--- src/rtl/uart_loopback.sv ---
// UART echo block: an 8N1 receiver feeds a one-byte holding buffer that drives an 8N1 transmitter.
// Every byte that arrives on rx is sent back on tx unchanged. Receive and transmit run at the same time.
module uart_loopback #(
    parameter int CLK_FREQ = 50_000_000,
    parameter int BAUD     = 115200
) (
    input  logic clk,
    input  logic rst_n,
    input  logic rx,
    output logic tx
);

    localparam int CLKS_PER_BIT = CLK_FREQ / BAUD;
    localparam int CNT_W        = (CLKS_PER_BIT > 1) ? $clog2(CLKS_PER_BIT) : 1;
    localparam logic [CNT_W-1:0] BIT_LAST  = CNT_W'(CLKS_PER_BIT - 1);
    localparam logic [CNT_W-1:0] HALF_LAST = CNT_W'(CLKS_PER_BIT / 2 - 1);

    typedef enum logic [2:0] {
        RX_IDLE,
        RX_START,
        RX_DATA,
        RX_STOP,
        RX_WAIT_HIGH
    } rxState_e;

    typedef enum logic [1:0] {
        TX_IDLE,
        TX_START,
        TX_DATA,
        TX_STOP
    } txState_e;

    logic             rxMeta_q;
    logic             rxSync_q;
    logic             rxPrev_q;
    logic [2:0]       rxFill_q;
    logic             rxFall;

    rxState_e         rxState_q, rxState_d;
    logic [CNT_W-1:0] rxCnt_q, rxCnt_d;
    logic [2:0]       rxBitIdx_q, rxBitIdx_d;
    logic [7:0]       rxShift_q, rxShift_d;
    logic             rxValid;

    logic             bufFull_q;
    logic [7:0]       bufData_q;
    logic             txTake;

    txState_e         txState_q, txState_d;
    logic [CNT_W-1:0] txCnt_q, txCnt_d;
    logic [2:0]       txBitIdx_q, txBitIdx_d;
    logic [7:0]       txShift_q, txShift_d;
    logic             txOut_q, txOut_d;

    // The synchroniser flops reset to the idle level.
    // rxFill_q marks when rxPrev_q holds a real sample of the line.
    // Without it, holding rx low through reset release would look like a start edge.
    always_ff @(posedge clk or negedge rst_n) begin
        if (!rst_n) begin
            rxMeta_q <= 1'b1;
            rxSync_q <= 1'b1;
            rxPrev_q <= 1'b1;
            rxFill_q <= 3'b000;
        end else begin
            rxMeta_q <= rx;
            rxSync_q <= rxMeta_q;
            rxPrev_q <= rxSync_q;
            rxFill_q <= {rxFill_q[1:0], 1'b1};
        end
    end

    assign rxFall = rxFill_q[2] & rxPrev_q & ~rxSync_q;

    always_ff @(posedge clk or negedge rst_n) begin
        if (!rst_n) begin
            rxState_q  <= RX_IDLE;
            rxCnt_q    <= '0;
            rxBitIdx_q <= '0;
            rxShift_q  <= '0;
        end else begin
            rxState_q  <= rxState_d;
            rxCnt_q    <= rxCnt_d;
            rxBitIdx_q <= rxBitIdx_d;
            rxShift_q  <= rxShift_d;
        end
    end

    always_comb begin
        rxState_d  = rxState_q;
        rxCnt_d    = rxCnt_q;
        rxBitIdx_d = rxBitIdx_q;
        rxShift_d  = rxShift_q;
        rxValid    = 1'b0;
        case (rxState_q)
            RX_IDLE: begin
                if (rxFall) begin
                    rxState_d = RX_START;
                    rxCnt_d   = '0;
                end
            end
            RX_START: begin
                if (rxCnt_q == HALF_LAST) begin
                    rxCnt_d    = '0;
                    rxBitIdx_d = '0;
                    rxState_d  = rxSync_q ? RX_IDLE : RX_DATA;
                end else begin
                    rxCnt_d = rxCnt_q + 1'b1;
                end
            end
            RX_DATA: begin
                if (rxCnt_q == BIT_LAST) begin
                    rxCnt_d   = '0;
                    rxShift_d = {rxSync_q, rxShift_q[7:1]};
                    if (rxBitIdx_q == 3'd7) begin
                        rxState_d = RX_STOP;
                    end else begin
                        rxBitIdx_d = rxBitIdx_q + 3'd1;
                    end
                end else begin
                    rxCnt_d = rxCnt_q + 1'b1;
                end
            end
            RX_STOP: begin
                if (rxCnt_q == BIT_LAST) begin
                    rxCnt_d = '0;
                    if (rxSync_q) begin
                        rxValid   = 1'b1;
                        rxState_d = RX_IDLE;
                    end else begin
                        rxState_d = RX_WAIT_HIGH;
                    end
                end else begin
                    rxCnt_d = rxCnt_q + 1'b1;
                end
            end
            RX_WAIT_HIGH: begin
                if (rxSync_q) begin
                    rxState_d = RX_IDLE;
                end
            end
            default: rxState_d = RX_IDLE;
        endcase
    end

    // If a new byte arrives in the same clock that TX takes the old one, the new byte stays buffered.
    always_ff @(posedge clk or negedge rst_n) begin
        if (!rst_n) begin
            bufFull_q <= 1'b0;
            bufData_q <= '0;
        end else if (rxValid) begin
            bufFull_q <= 1'b1;
            bufData_q <= rxShift_q;
        end else if (txTake) begin
            bufFull_q <= 1'b0;
        end
    end

    always_ff @(posedge clk or negedge rst_n) begin
        if (!rst_n) begin
            txState_q  <= TX_IDLE;
            txCnt_q    <= '0;
            txBitIdx_q <= '0;
            txShift_q  <= '0;
            txOut_q    <= 1'b1;
        end else begin
            txState_q  <= txState_d;
            txCnt_q    <= txCnt_d;
            txBitIdx_q <= txBitIdx_d;
            txShift_q  <= txShift_d;
            txOut_q    <= txOut_d;
        end
    end

    // Each state computes the level tx shows for the next bit period.
    // tx is therefore taken directly from a register.
    always_comb begin
        txState_d  = txState_q;
        txCnt_d    = txCnt_q;
        txBitIdx_d = txBitIdx_q;
        txShift_d  = txShift_q;
        txOut_d    = txOut_q;
        txTake     = 1'b0;
        case (txState_q)
            TX_IDLE: begin
                txOut_d = 1'b1;
                if (bufFull_q) begin
                    txTake    = 1'b1;
                    txShift_d = bufData_q;
                    txCnt_d   = '0;
                    txOut_d   = 1'b0;
                    txState_d = TX_START;
                end
            end
            TX_START: begin
                if (txCnt_q == BIT_LAST) begin
                    txCnt_d    = '0;
                    txBitIdx_d = '0;
                    txOut_d    = txShift_q[0];
                    txState_d  = TX_DATA;
                end else begin
                    txCnt_d = txCnt_q + 1'b1;
                end
            end
            TX_DATA: begin
                if (txCnt_q == BIT_LAST) begin
                    txCnt_d = '0;
                    if (txBitIdx_q == 3'd7) begin
                        txOut_d   = 1'b1;
                        txState_d = TX_STOP;
                    end else begin
                        txBitIdx_d = txBitIdx_q + 3'd1;
                        txShift_d  = {1'b0, txShift_q[7:1]};
                        txOut_d    = txShift_q[1];
                    end
                end else begin
                    txCnt_d = txCnt_q + 1'b1;
                end
            end
            TX_STOP: begin
                if (txCnt_q == BIT_LAST) begin
                    txCnt_d   = '0;
                    txState_d = TX_IDLE;
                end else begin
                    txCnt_d = txCnt_q + 1'b1;
                end
            end
            default: txState_d = TX_IDLE;
        endcase
    end

    assign tx = txOut_q;

endmodule

--- config.mk ---
export PLATFORM = sky130hd
export DESIGN_NAME = uart_loopback
export DESIGN_NICKNAME = d
export VERILOG_FILES = /design/src/rtl/uart_loopback.sv
export SDC_FILE = /design/constraint.sdc
export NUM_CORES = 1
export LEC_CHECK = 0
export BUFFER_PORTS_ARGS = -buffer_cell sky130_fd_sc_hd__buf_2
export CAP_MARGIN = 20
export CORE_MARGIN = 4
export CORE_UTILIZATION = 37
export CTS_BUF_LIST = sky130_fd_sc_hd__clkbuf_2
export DETAILED_ROUTE_END_ITERATION = 8
export PLACE_DENSITY_LB_ADDON = 0.05
export SLEW_MARGIN = 10
export SYNTH_ARGS = -nofsm -noshare
export SYNTH_HDL_FRONTEND = slang
export SYNTH_SLANG_ARGS = --single-unit
--- constraint.sdc ---
create_clock -name clk -period 1.91 [get_ports clk]
set_clock_uncertainty 0.05 [all_clocks]
set_input_delay 0.2865 -clock clk [delete_from_list [all_inputs] [get_ports clk]]
set_output_delay 0.2865 -clock clk [all_outputs]
set_load 0.005 [all_outputs]
## Word level (Yosys, flattened, before mapping)

Index checks and enable logic that the tools add are counted.

- Reductions and logical operators: 18
- Equal/unequal tests: 25
- Mux-type cells: 46
- Bitwise gates (word level): 3
- Add/sub/neg operators: 4

Operators by type and width:

| kind | count |
|---|---|
| $mux W9 | 5 |
| $mux W3 | 13 |
| $pmux W9 S3 | 1 |
| $ne A2 B2 Y1 const B | 13 |
| $mux W8 | 3 |
| $add A9 B1 Y9 const B | 2 |
| $eq A9 B9 Y1 const B | 2 |
| $pmux W9 S2 | 1 |
| $pmux W8 S2 | 1 |
| $pmux W3 S5 | 1 |
| $mux W2 | 6 |
| $pmux W3 S2 | 2 |
| $reduce_and A4 Y1 | 3 |
| $mux W1 | 11 |
| $eq A3 B3 Y1 const B | 3 |
| $eq A9 B8 Y1 const B | 1 |
| $pmux W2 S4 | 1 |
| $reduce_bool A2 Y1 | 4 |
| $add A3 B1 Y3 const B | 2 |
| $eq A3 B2 Y1 const B | 2 |
| $reduce_and A6 Y1 | 1 |
| $reduce_bool A3 Y1 | 2 |
| $reduce_and A5 Y1 | 1 |
| $eq A2 B2 Y1 const B | 2 |
| other kinds (11) | 13 |

- Input bits: 3
- Output and inout bits: 1
- Word-level logic and storage cells: 111
- Register bits after elaboration: 61

## Logic depth before layout (Yosys ltp)

- Depth after elaboration: 4
- Gate-level depth with buffers: 7
- Depth with buffers taken out: 6

## Worst setup path before layout

No wires, ideal clock.

- Path type: register -> register
- Start: register txState_q[0]
- End: register txState_q[0]
- Buffers on the path: 1
- Cell stages (with the launch flop): 7
- Data required time: 1.735 ns
- Library setup time: 0.125 ns
- Setup slack: -0.099 ns
- Data arrival time: 1.835 ns
- Clock period less this slack: 2.009 ns
- Path through: dfrtp_1 -> inv_1 -> ha_1 -> clkbuf_1 -> or3_1 -> a221oi_1 -> mux2_2

- Word-level cells in the longest chain between the ends: 3
- Elaborated cells on any way between the ends: 11
- Those cells by class: eq/ne: 8; mux: 1; reduce/logical: 2

Ends and longest elaborated chain:

| item | line | source |
|---|---|---|
| from (decl) | 49 | `txState_e txState_q, txState_d;` |
| from (signal assigned) | 166 | `txState_q <= txState_d;` |
| $eq A2 B2 Y1, or another cell as far along | 183 | `case (txState_q)` |
| $ne A2 B2 Y1 (no line) | n/a |  |
| $reduce_and A5 Y1 (no line) | n/a |  |

Parallel ways exist; a longest one is shown, timed or not.
A chain may end at the register's enable or synchronous reset.

## Worst setup path after layout

- Start: register txCnt_q[3]
- End: register txShift_q[5]

- Word-level cells in the longest chain between the ends: 3

Ends and longest elaborated chain:

| item | line | source |
|---|---|---|
| from (decl) | 50 | `logic [CNT_W-1:0] txCnt_q, txCnt_d;` |
| from (signal assigned) | 167 | `txCnt_q <= txCnt_d;` |
| $eq A9 B9 Y1 | 205 | `if (txCnt_q == BIT_LAST) begin` |
| $ne A2 B2 Y1 (no line) | n/a |  |
| $reduce_and A4 Y1 (no line) | n/a |  |
| to (signal assigned) | 169 | `txShift_q <= txShift_d;` |
| to (decl) | 52 | `logic [7:0] txShift_q, txShift_d;` |

Every way passes these cells.

==> summary.md <==
| Metric | Value |
|---|---|
| #FFs+latches synth | `61` |
| Number of synthesized flops with an enable pin | `0` |
| DR WL/cell | `between 10 and 15 µm` |
| Post-Route WL | `about 6400 µm` |
| Multiplexer share of the synthesized area | `0.130` |
| RSZ-0062 raised after global routing | `yes` |
| CP Max Fanout | `8` |
| Setup Viol. Count Final | `2` |
| Final Non-Filler Cells | `approximately 440` |
| Setup crit start kind | `register` |
| Crit path time final | `1.93 ns` |
| Final TNS setup | `-0.0350 ns` |
| Most common cell in the netlist | `dfrtp_1` |
| Critical path data arrival time | `around 2.3 ns` |
| Die height | `between 90 and 100 µm` |
| Initial antenna violation count | `0` |
| Fill count | `around 750` |
| Post-DP HPWL | `about 4200 µm` |
| Sequential share of the synthesized area | `0.496` |
| Die area | `between 9000 and 10000 µm²` |
| Clk slew on worst S/H paths | `between 0.2 and 0.25 ns` |
| Vias in the first global route | `2213` |
| CP Class | `reg2reg` |
| Largest family of logic cells by synthesized area | `simple AND/OR/NAND/NOR gates` |
| Final setup margin | `-0.0199 ns` |
| DR pass1 iterations | `4` |
| Pwr dens | `around 700 nW/µm²` |
| Area fraction in compound gates after synthesis | `0.114` |
| DRT iter0 DRCs | `61` |
| # Max-Cap Violations | `0` |
| CTS tree | `yes` |
| Ports | `4` |
| Final Hold Fails | `0` |
| Row count | `33` |
| Starting Density | `0.378` |
| Crit. End Element | `register` |
| # nets final | `around 350` |
| Port bufs | `3` |
| Netlist cell types | `56` |
| Failing checks | `setup timing` |
| Netlist Area Pre-Place | `3090 µm²` |
| Placed Area | `between 3000 and 4000 µm²` |
| Largest cells by area after synthesis | `dfrtp_1 (46%), mux2_2 (12%), ha_1 (5.3%)` |
| Main flop type after synthesis | `dfrtp_1` |
| Post-layout instance area | `roughly 3900 µm²` |
| RePlAce Congestion | `between 0.7 and 0.8` |
| Most instantiated cells after synthesis | `dfrtp_1 (57), mux2_2 (33), nand2_1 (27)` |
| Gr ovfl total | `0` |
| Clock sinks | `just over 60` |
| Syn-to-layout area delta | `25.4%` |
| Syn Area/Cell | `11.1 µm²` |
| Final core occ | `0.474` |
| Post-Synth Adder-Cell Area | `0.0527` |
| R2R Setup Slk | `-0.02 ns` |
| Tot GR Track Use | `0.138` |
| Via Count | `between 2000 and 2500` |
| H-Tree Depth | `3` |
| Die Width | `just under 100 µm` |
| Clock root buffer | `clkbuf_2` |
| First-pass GRT wire length | `between 10000 and 15000 µm` |
| Worst-Skew Late Latency | `about 0.48 ns` |
| Post-route DRC | `0` |
| Slew Viols, Final | `0` |
| Pin count of the biggest net entering global routing | `between 60 and 70` |
| Final Cycle Share | `1.01` |
| Largest area contributor in the netlist | `dfrtp_1` |
| Worst path required time | `2.23 ns` |
| Synth top area share | `0.462` |
| Async SR Flop Fraction | `1.00` |
| Core ar. | `about 8200 µm²` |
| Clk buf depth | `2` |
| Lkg Pwr | `around 1.8 nW` |
| Setup WS pre-CTS | `-0.0313 ns` |
| Fmax | `0.518 GHz` |
| Syn nets | `~290` |
| Share of layout cells above drive strength 1 | `0.377` |
| Avg Vias per Cell | `4.98` |
| Yosys warns | `0` |
| N_diodes | `0` |
| XOR/XNOR Fraction of Synth Area | `0.00567` |
| Simple-gate area share of the yosys netlist | `0.171` |
| Hold Crit Class | `in2async` |
| Num CTS Buffers | `9` |
| Post-route ant nets | `0` |
| Mapped Cells | `approximately 280` |
| Placed Cells | `417` |
| Maximum vdd ir drop | `about 0.00043 V` |
| Status | `finished, violations left` |
[through the flow]
step | power (mW) | hold slack [ns]
5_1_grt | 2.91 | 0.259
4_1_cts | 2.76 | 0.220
2_1_floorplan | 1.70 | -0.0591
6_report | 2.75 | 0.270
3_3_place_gp | 1.88 | 0.274
3_5_place_dp | 1.89 | 0.277
[per-layer routing]
| layer | GRT usage | up-vias | part of all wire |
|---|---|---|---|
| li1 | - | 1115 | - |
| met1 | 0.189 | 1069 | 0.52 |
| met2 | 0.209 | 12 | 0.46 |
| met3 | 0.0273 | 5 | 0.012 |
| met4 | 0.0662 | 0 | 0.013 |
| met5 | 0 | - | 0 |
[cells by family (layout without fill, tap and decap cells)]
kind of cell,after synthesis,in the layout
other,1,1
xor gates and xnor gates,2,2
adders and majority gates,13,13
DFF,61,61
buffers and inverters,23,82
muxes,36,36
AOI/OAI and AO/OA,54,54
and+or+nand+nor,88,88
[worst max-delay path, stage by stage, from the launching register on]
cell and delay [ns]:
dfrtp_1 0.41, or4b_4 0.54, o31ai_2 0.17, and3_1 0.23, buf_12 0.15, mux2_4 0.29
[cells in the final DEF, fill, tap and decap left out, types with 7 or more instances in the layout]
master    Yosys  routed
buf_4         1      40
ha_1         13       8
a21oi_1       8       7
dfrtp_1      57      55
inv_1        16      12
nand2_1      27      26
nand3_1      11      11
clkbuf_2      1       9
a22o_1        7       7
nor3_1        8       8
o21ai_0      16      15
mux2_2       33      16
nor2_1       11      11
mux2_4        0      17
[power by group]
part,leakage [nW],total [mW],internal [mW],switching (mW)
registers,0.814,1.46,1.37,0.0934
logic,0.926,0.458,0.235,0.223
clock network,0.0762,0.835,0.310,0.525
total,1.82,2.75,1.91,0.841
[worst paths after layout]
| check | startpoint | endpoint | depth (start not counted) |
|---|---|---|---|
| hold / removal | rst_n | txState_q[0] | 3 |
| setup / recovery | txCnt_q[3] | txShift_q[5] | 5 |
| setup reg to reg | txCnt_q[3] | txShift_q[5] | 5 |
| hold reg to reg | rxMeta_q | rxSync_q | 0 |
| min in group clk | rxMeta_q | rxSync_q | 0 |
| max in group asynchronous | rst_n | rxMeta_q | 3 |
[sequential cells by signal (all words and copies together) (netlist names)]
register	flops
rxCnt_q	9
txCnt_q	9
bufData_q	8
rxShift_q	8
txShift_q	8
rxBitIdx_q	3
rxFill_q	3
rxState_q	3
txBitIdx_q	3
txState_q	2
bufFull_q	1
rxMeta_q	1
rxPrev_q	1
rxSync_q	1
tx	1
[repair_timing]
item,4_1_cts,5_1_grt
resized for setup,8,33
endpoints found under the hold margin,62,0
endpoints found under the setup margin,11,41
pin swaps,1,7
gates cloned,0,2
buffers inserted,1,4
hold buffers,2,0
[area by class of cell]
| cell class | count | area (µm²) | share of cell area |
|---|---|---|---|
| flip-flops and latches | 61 | 1530 | 0.396 |
| clock buffers | 9 | 45.0 | 0.0116 |
| inverters | 16 | 60.1 | 0.0155 |
| well taps | 105 | 131 | 0.0339 |
| repair buffers | 50 | 409 | 0.106 |
| clock inverters | 7 | 75.1 | 0.0194 |
| multi-input cells | 194 | 1620 | 0.418 |
Power figures use the tool's default switching activity.
